==> src/rtl/mux_8ch_rr_scheduler.sv <==
// 8-channel packet multiplexer: round-robin arbitration across enabled channels,
// with the grant held for a whole packet and released after its last beat.
module mux_8ch_rr_scheduler #(
  parameter int unsigned DATA_W = 8
) (
  input  logic                clk,
  input  logic                rst_n,
  input  logic [7:0]          in_valid,
  input  logic [8*DATA_W-1:0] in_data,
  input  logic [7:0]          in_last,
  output logic [7:0]          in_ready,
  input  logic [7:0]          chan_en,
  output logic                out_valid,
  output logic [DATA_W-1:0]   out_data,
  output logic                out_last,
  input  logic                out_ready,
  output logic [2:0]          sel,
  output logic [7:0]          grant
);

  localparam int unsigned N_CH  = 8;
  localparam int unsigned SEL_W = 3;

  typedef enum logic {IDLE = 1'b0, XFER = 1'b1} state_t;

  state_t           state, state_nxt;
  logic [SEL_W-1:0] ptr, ptr_nxt, sel_nxt, pick;
  logic [N_CH-1:0]  grant_nxt, req;
  logic             pick_vld, pkt_done;

  assign req = in_valid & chan_en;

  // First requesting channel at or above ptr, wrapping 7 -> 0
  always_comb begin
    pick     = ptr;
    pick_vld = 1'b0;
    for (int unsigned k = 0; k < N_CH; k++) begin
      if (!pick_vld && req[SEL_W'(ptr + SEL_W'(k))]) begin
        pick     = SEL_W'(ptr + SEL_W'(k));
        pick_vld = 1'b1;
      end
    end
  end

  // Output path is a pure mux of the granted channel, no added latency
  always_comb begin
    out_valid = 1'b0;
    out_last  = 1'b0;
    in_ready  = '0;
    out_data  = in_data[sel*DATA_W +: DATA_W];
    if (state == XFER) begin
      out_valid = in_valid[sel];
      out_last  = in_last[sel];
      in_ready  = out_ready ? (N_CH'(1) << sel) : '0;
    end
  end

  assign pkt_done = out_valid & out_ready & out_last;

  always_comb begin
    state_nxt = state;
    ptr_nxt   = ptr;
    sel_nxt   = sel;
    grant_nxt = grant;
    case (state)
      IDLE: begin
        if (pick_vld) begin
          sel_nxt   = pick;
          grant_nxt = N_CH'(1) << pick;
          state_nxt = XFER;
        end
      end
      XFER: begin
        if (pkt_done) begin
          ptr_nxt   = SEL_W'(sel + 1'b1);
          grant_nxt = '0;
          state_nxt = IDLE;
        end
      end
      default: state_nxt = IDLE;
    endcase
  end

  always_ff @(posedge clk or negedge rst_n) begin
    if (!rst_n) begin
      state <= IDLE;
      ptr   <= '0;
      sel   <= '0;
      grant <= '0;
    end else begin
      state <= state_nxt;
      ptr   <= ptr_nxt;
      sel   <= sel_nxt;
      grant <= grant_nxt;
    end
  end

endmodule

==> config.mk <==
export PLATFORM = sky130hd
export DESIGN_NAME = mux_8ch_rr_scheduler
export DESIGN_NICKNAME = d
export VERILOG_FILES = /design/src/rtl/mux_8ch_rr_scheduler.sv
export SDC_FILE = /design/constraint.sdc
export NUM_CORES = 1
export LEC_CHECK = 0
export CAP_MARGIN = 20
export CORE_ASPECT_RATIO = 1.75
export CORE_UTILIZATION = 45
export CTS_BUF_LIST = sky130_fd_sc_hd__clkbuf_8
export CTS_CLUSTER_SIZE = 24
export DETAILED_ROUTE_END_ITERATION = 16
export PLACE_DENSITY = 0.95
export SETUP_SLACK_MARGIN = 0.5
export SLEW_MARGIN = 20
export SYNTH_ARGS = -nofsm -noshare
export SYNTH_HDL_FRONTEND = slang
export SYNTH_SLANG_ARGS = --single-unit
==> constraint.sdc <==
create_clock -name clk -period 7.77 [get_ports clk]
set_input_delay 0.777 -clock clk [delete_from_list [all_inputs] [get_ports clk]]
set_output_delay 0.777 -clock clk [all_outputs]
set_load 0.02 [all_outputs]
==> results by group <==
Routing
  – DR iter-0 viols: 200
  – DRC errors left: 0
  – Routed WL: 9180 µm
  – DRT Pass-1 Iters: 5
  – Vias: between 2,000 and 3,000
  – Final ANT Viol Nets: 0
  – Avg WL per Cell: between 20 and 25 µm
  – Vias per cell: 6.55

Logic synthesis
  – Synth Area in Simple Gates: approximately 18%
  – Main combinational cell family by area after synthesis: multiplexers
  – Synth warn: 0
  – Post-synth top flop: dfrtp_1
  – Syn Inst Count: around 240
  – Yosys reg bits: 15
  – Post-Syn Nets: between 300 and 400
  – Post-synthesis mux area share: approximately a third
  – Adder-cell area share of the yosys netlist: under 10%
  – Ys async rst share: 100%
  – Post-synthesis cell type count: 55
  – Compound-Gate Fraction of Synth Area: 20.7%
  – Post-synth EDFFs: 0
  – Post-synth top area cell: mux4_2
  – Mapped Area: roughly 0.0023 mm²
  – Sequential-to-total area share from yosys stat: 16.2%
  – Post-Synth XOR/XNOR Area: approximately 2.9%
  – Top-area cell type share of the netlist area: between 30% and 40%
  – Area contributors post-synth: mux4_2 (30%), dfrtp_1 (16%), nand2_1 (7.0%)
  – Mean Syn Cell Area: just under 10 µm²

Place
  – Port bufs: 119
  – Area after DPL: ~0.0035 mm²
  – Global placer's final weighted congestion: 0.965
  – DP HPWL: ~7600 µm

GRT
  – Initial antenna violation count: 0
  – GR Util met1: ~36%
  – First-pass GRT wire length: around 15,000 µm
  – Overflow after GRT: 0
  – GRT Max-Usage Layer: met2
  – Grt met3 use: just under 5%
  – Total global-route track usage: 34.9%
  – Vias in the first global route: 2,807
  – Pin count of the biggest net entering global routing: 34
  – Met2 global-route usage: 66.0%

Outcome
  – Status: finished clean

Die
  – Top Ports: 120
  – Die height: 96.9 µm
  – Die area: between 0.005 and 0.006 mm²
  – Starting Density: 46.5%
  – Core area: approximately 0.0050 mm²
  – Die width: between 50 and 60 µm
  – Num rows: 34

Power
  – Leakage: 0.00135 µW
  – Worst vdd ir: around 0.41 mV
  – Power Density: a little over 400 mW/mm²

Layout
  – Share of cells above drive strength 1: 12.8%
  – Final core occ: 71.5%
  – Nets: ~450
  – Design area: between 0.003 and 0.004 mm²
  – # diodes: 0
  – P&R area growth vs syn: 53.8%

STA
  – Worst-margin pin slew: 1.06 ns
  – Tmin final: around 4.2 ns
  – Max_slew headroom: 29.1%
  – Worst clock skew: between 0.001 and 0.0015 ns
  – Part of the cycle the worst path needs: 53.5%
  – Fmax: 241 MHz
  – RSZ-0062 raised after global routing: no
  – Final hold vios: 0
  – Final setup vio count: 0
  – Pins over their slew limit: 0
  – Final setup TNS: 0 ns

Setup path
  – CP Class: flop to flop
  – Worst Path Required: between 7 and 8 ns
  – FF-to-FF path depth: 7
  – R2r setup slk: 3.62 ns
  – Reg-to-reg critical path startpoint: ptr[0]$_DFFE_PN0P_
  – Worst setup SP type: flop
  – Worst setup EP type: flop
  – CP Max Fanout: 33
  – FF-to-FF End: grant[7]$_DFFE_PN0P_
  – Worst EP arrival: ~4.3 ns

Clocking
  – Root cell of the clock tree: clkbuf_8
  – Number of H-tree levels: 1
  – Num CTS Buffers: 3
  – TritonCTS clock tree: done
  – Clock sinks: 15
  – Clock latency on the worst-skew pair: roughly 0.25 ns
  – Cts repair resizes: 0
  – Post-CTS setup buffers: 0
  – Bufs on Longest Clock Path: 2
  – # hold bufs at CTS: 0
  – Reg clk slew, reported paths: about 0.06 ns

Worst hold path
  – Min-delay worst type: flop to flop
  – Worst hold start: grant[4]$_DFFE_PN0P_
  – WHS Path Cells: 1
  – Hold endpoint: grant[4]$_DFFE_PN0P_

Run
  – Max Cap Viol: 0
-- synth_stat cells, types with 4 or more instances --
cell      count
ha_1          8
a31oi_1       4
nand2_1      43
mux2i_1       7
o211ai_1      5
o21ai_1       7
dfrtp_1      15
a32o_1        8
a21oi_1       6
o21a_1        8
inv_1         6
nor2_1       16
clkbuf_1      6
mux4_2       31
nand3_1      10
-- flip-flops by register name, summed over array words and instances (netlist names) --
signal,flops
grant,8
ptr,3
sel,3
state,1
-- kinds of logic after synthesis --
family	Yosys count
simple gates	87
compound gates	64
mux	39
buf+inv	22
flops	15
fa+ha+maj	8
xor+xnor	6
-- power by group --
group | switching, µW | leakage, µW | internal [µW] | total [µW]
combinational | 632 | 0.00113 | 557 | 1190
sequential | 83.7 | 0.000193 | 106 | 190
clock | 27.8 | 0.0000255 | 35.6 | 63.4
-- through the flow --
stage | worst slack [ns] | power, µW | cells | hold slack [ns]
finish | 3.62 | 1440 | 405 | 0.499
CTS | 3.69 | 1420 | 405 | 0.503
detailed placement | 3.75 | 1350 | 401 | 0.490
global placement | 3.93 | 1310 | 401 | 0.485
global route | 3.34 | 1540 | 405 | 0.532
floorplan | 4.41 | 1010 | 241 | 0.481
-- per-layer routing --
metal  vias up  wire length, µm
met3        34              657
met5         -                0
met2       175             5150
met4         0              446
li1       1180                -
met1      1262             2930
-- area by class of cell --
class | instances | area (µm²)
Inverter | 7 | 26.3
Multi-Input combinational cell | 204 | 1840
Clock buffer | 3 | 41.3
Clock inverter | 1 | 5.00
Sequential cell | 15 | 375
Tap cell | 54 | 67.6
Fill cell | 323 | 1420
Timing Repair Buffer | 121 | 1210
-- critical path, stage by stage, from the launching register on --
cell,delay [ns]
dfrtp_1,1.04
inv_1,0.18
ha_1,0.71
mux4_2,0.66
nor4_4,0.38
a31oi_1,0.35
nor2b_1,0.53
a32o_1,0.22
-- worst max-delay path by stage --
| stage | startpoint | to | slack [ns] | cells after the start |
|---|---|---|---|---|
| 5_1_grt | ptr[0]$_DFFE_PN0P_ | grant[7]$_DFFE_PN0P_ | 3.34 | 7 |
| 3_5_place_dp | ptr[0]$_DFFE_PN0P_ | grant[1]$_DFFE_PN0P_ | 3.75 | 7 |
| 6_report | ptr[0]$_DFFE_PN0P_ | grant[7]$_DFFE_PN0P_ | 3.62 | 7 |
| 2_1_floorplan | ptr[0]$_DFFE_PN0P_ | grant[4]$_DFFE_PN0P_ | 4.41 | 11 |
| 3_3_place_gp | ptr[0]$_DFFE_PN0P_ | grant[6]$_DFFE_PN0P_ | 3.93 | 8 |
| 4_1_cts | ptr[0]$_DFFE_PN0P_ | grant[7]$_DFFE_PN0P_ | 3.69 | 7 |
-- layout by cell type, fill, tap and decap left out, types with 4 or more instances in the layout --
| cell type | n |
|---|---|
| ha_1 | 8 |
| mux2i_1 | 7 |
| a31oi_1 | 4 |
| mux4_2 | 31 |
| clkdlybuf4s50_1 | 119 |
| o21ai_1 | 7 |
| inv_1 | 6 |
| a21oi_1 | 6 |
| o21a_1 | 8 |
| nand3_1 | 10 |
| a32o_1 | 8 |
| dfrtp_1 | 15 |
| o211ai_1 | 5 |
| nor2_1 | 16 |
| nand2_1 | 43 |
No activity file was read; power rests on OpenSTA's default activity.
==> variant (same flow settings) <==
Make the reset (`rst_n`) synchronous in one clocked block.
--- a/src/rtl/mux_8ch_rr_scheduler.sv
+++ b/src/rtl/mux_8ch_rr_scheduler.sv
@@ -81,7 +81,7 @@
     endcase
   end
 
-  always_ff @(posedge clk or negedge rst_n) begin
+  always_ff @(posedge clk) begin
     if (!rst_n) begin
       state <= IDLE;
       ptr   <= '0;
Formal check against the unedited RTL: differs if rst_n is asserted again (counterexample within 4 cycles, from zero or initial values and one cycle with rst_n low); with rst_n held inactive, the same outputs for 10 cycles.
==> variant against the unedited design <==
Wire length down 6.7%. Synthesized area fell by 3.5%. Final cell count rose by 2.0%. Count of clock-buffer cells in the layout stayed put. Clock skew is 2.6 ps higher. Utilization up 2.1 points. Critical path depth grew 3. Die area decreased by 3.4%. Fmax rose by 7.6%. Worst setup slack improved by 290 ps. Sequential cell count unchanged. Design area fell by 2.6%.
Power is left out: it rests on default switching activity, and per cell area and clock period it moved more than threefold.
==> variant: results (changes against the unedited design) <==
slowest CP cell dfxtp_1; most frequently used flop master after synthesis dfxtp_1; Net Count, Synth 350 (+2.9%); maximum number of pins on one net before global-route repair 27 (-21%); sequential cell area fraction in the yosys report 13.4% (-2.8 points); arrival time of data at the critical path endpoint 4050 ps (-290 ps); endpoint of the worst-slack reg-to-reg timing path grant[1]$_SDFFE_PN0P_; via count of the first global-routing pass 2675 (-4.7%); DP HPWL 7050 um (-6.8%); Port Buffers 119 (unchanged); relative max-transition margin 28.3% (-0.82 points); Filler cells 331 (+2.5%); initial DRC count 134 (-33%); Post-synth top cells nand2_1 (42), mux4_2 (24), nor2_1 (18), dfxtp_1 (15), a21oi_1 (13); met2 capacity usage during global routing 61.4% (-4.6 points); total gr overflow 0 (unchanged); register-to-register setup slack 3910 ps (+290 ps); leading post-synthesis cells by cell area mux4_2 (24%), dfxtp_1 (13%), nand2_1 (7.1%), ha_1 (4.5%), a32o_1 (4.0%); worst min-delay path endpoint grant[6]$_SDFFE_PN0P_; Clock Skew 3.98 ps (+2.57 ps); fraction of registers with async set/reset 0% (-100 points); result of the run finished, final reports clean; GR Util met3 6.38% (+1.6 points); Post-Route WL 8570 um (-6.7%); RePlAce Congestion 1.04 (+8.1%); Vias per Instance 6.56 (+0.21%); min-delay src grant[6]$_SDFFE_PN0P_; number of distinct library cell variants in the gate-level netlist after synthesis 59 (+7.3%); layout cell share with drive strength beyond 1 12.7% (-0.078 points); first-pass GRT wire length 13000 um (-11%); met1 Use GR 29.5% (-6.7 points); length of the first detailed-routing pass in iterations 4 (-1); number of gates resized after CTS 0 (unchanged); cells on worst reg2reg path 10 (+3); Worst Hold Slack 462 ps (-37.3 ps); worst reg2reg path startpoint ptr[0]$_SDFFE_PN0P_; final net count 461 (+2.2%); gr usage total 31.9% (-3.0 points)
-- variant: per-stage QoR --
stage	utilization (%)	setup WS, ps	std cells	cell area [um2]
2_1_floorplan	-	4780	251	2230
3_3_place_gp	72.6	4070	409	3420
3_5_place_dp	72.6	4030	409	3420
4_1_cts	73.6	4010	413	3470
5_1_grt	73.6	3630	413	3470
6_report	73.6	3910	413	3470
-- variant: metal layers --
metal | up-vias | routed length (um)
li1 | 1202 | -
met1 | 1273 | 2660
met2 | 196 | 4570
met3 | 38 | 828
met4 | 0 | 513
met5 | - | 0
-- variant: worst max path at each step --
stage	startpoint	to	slack [ps]	depth (start not counted)
finish	ptr[0]$_SDFFE_PN0P_	grant[1]$_SDFFE_PN0P_	3910	10
floorplan	in_valid[5]	grant[1]$_SDFFE_PN0P_	4780	8
CTS	ptr[0]$_SDFFE_PN0P_	grant[2]$_SDFFE_PN0P_	4010	10
global route	ptr[0]$_SDFFE_PN0P_	grant[1]$_SDFFE_PN0P_	3630	10
detailed placement	ptr[0]$_SDFFE_PN0P_	grant[2]$_SDFFE_PN0P_	4030	10
global placement	in_valid[6]	grant[6]$_SDFFE_PN0P_	4070	9
-- variant: layout make-up --
type,instances,share of cell area (%)
well taps,52,1.88
clock inverters,1,0.144
repair buffers,120,34.6
multi-input cells,213,52.6
clock buffers,3,1.19
flip-flops and latches,15,8.66
inverters,9,0.975
-- variant: cells by family (layout without fill, tap and decap cells) --
logic type,Yosys count,after routing,share of synthesized area [%]
simple gates,97,97,21.8
compound gates,77,77,27.4
mux,28,28,26.0
buf+inv,23,133,5.04
flops,15,15,13.4
fa+ha+maj,8,8,4.48
xor+xnor,3,3,1.85
-- variant: critical path, delay by kind of cell, from the launching register on --
| family | cells | cell delay, ps |
|---|---|---|
| buffers and inverters | 2 | 400 |
| AOI/OAI and AO/OA | 7 | 1990 |
| DFF | 1 | 870 |
| adders and majority gates | 1 | 520 |
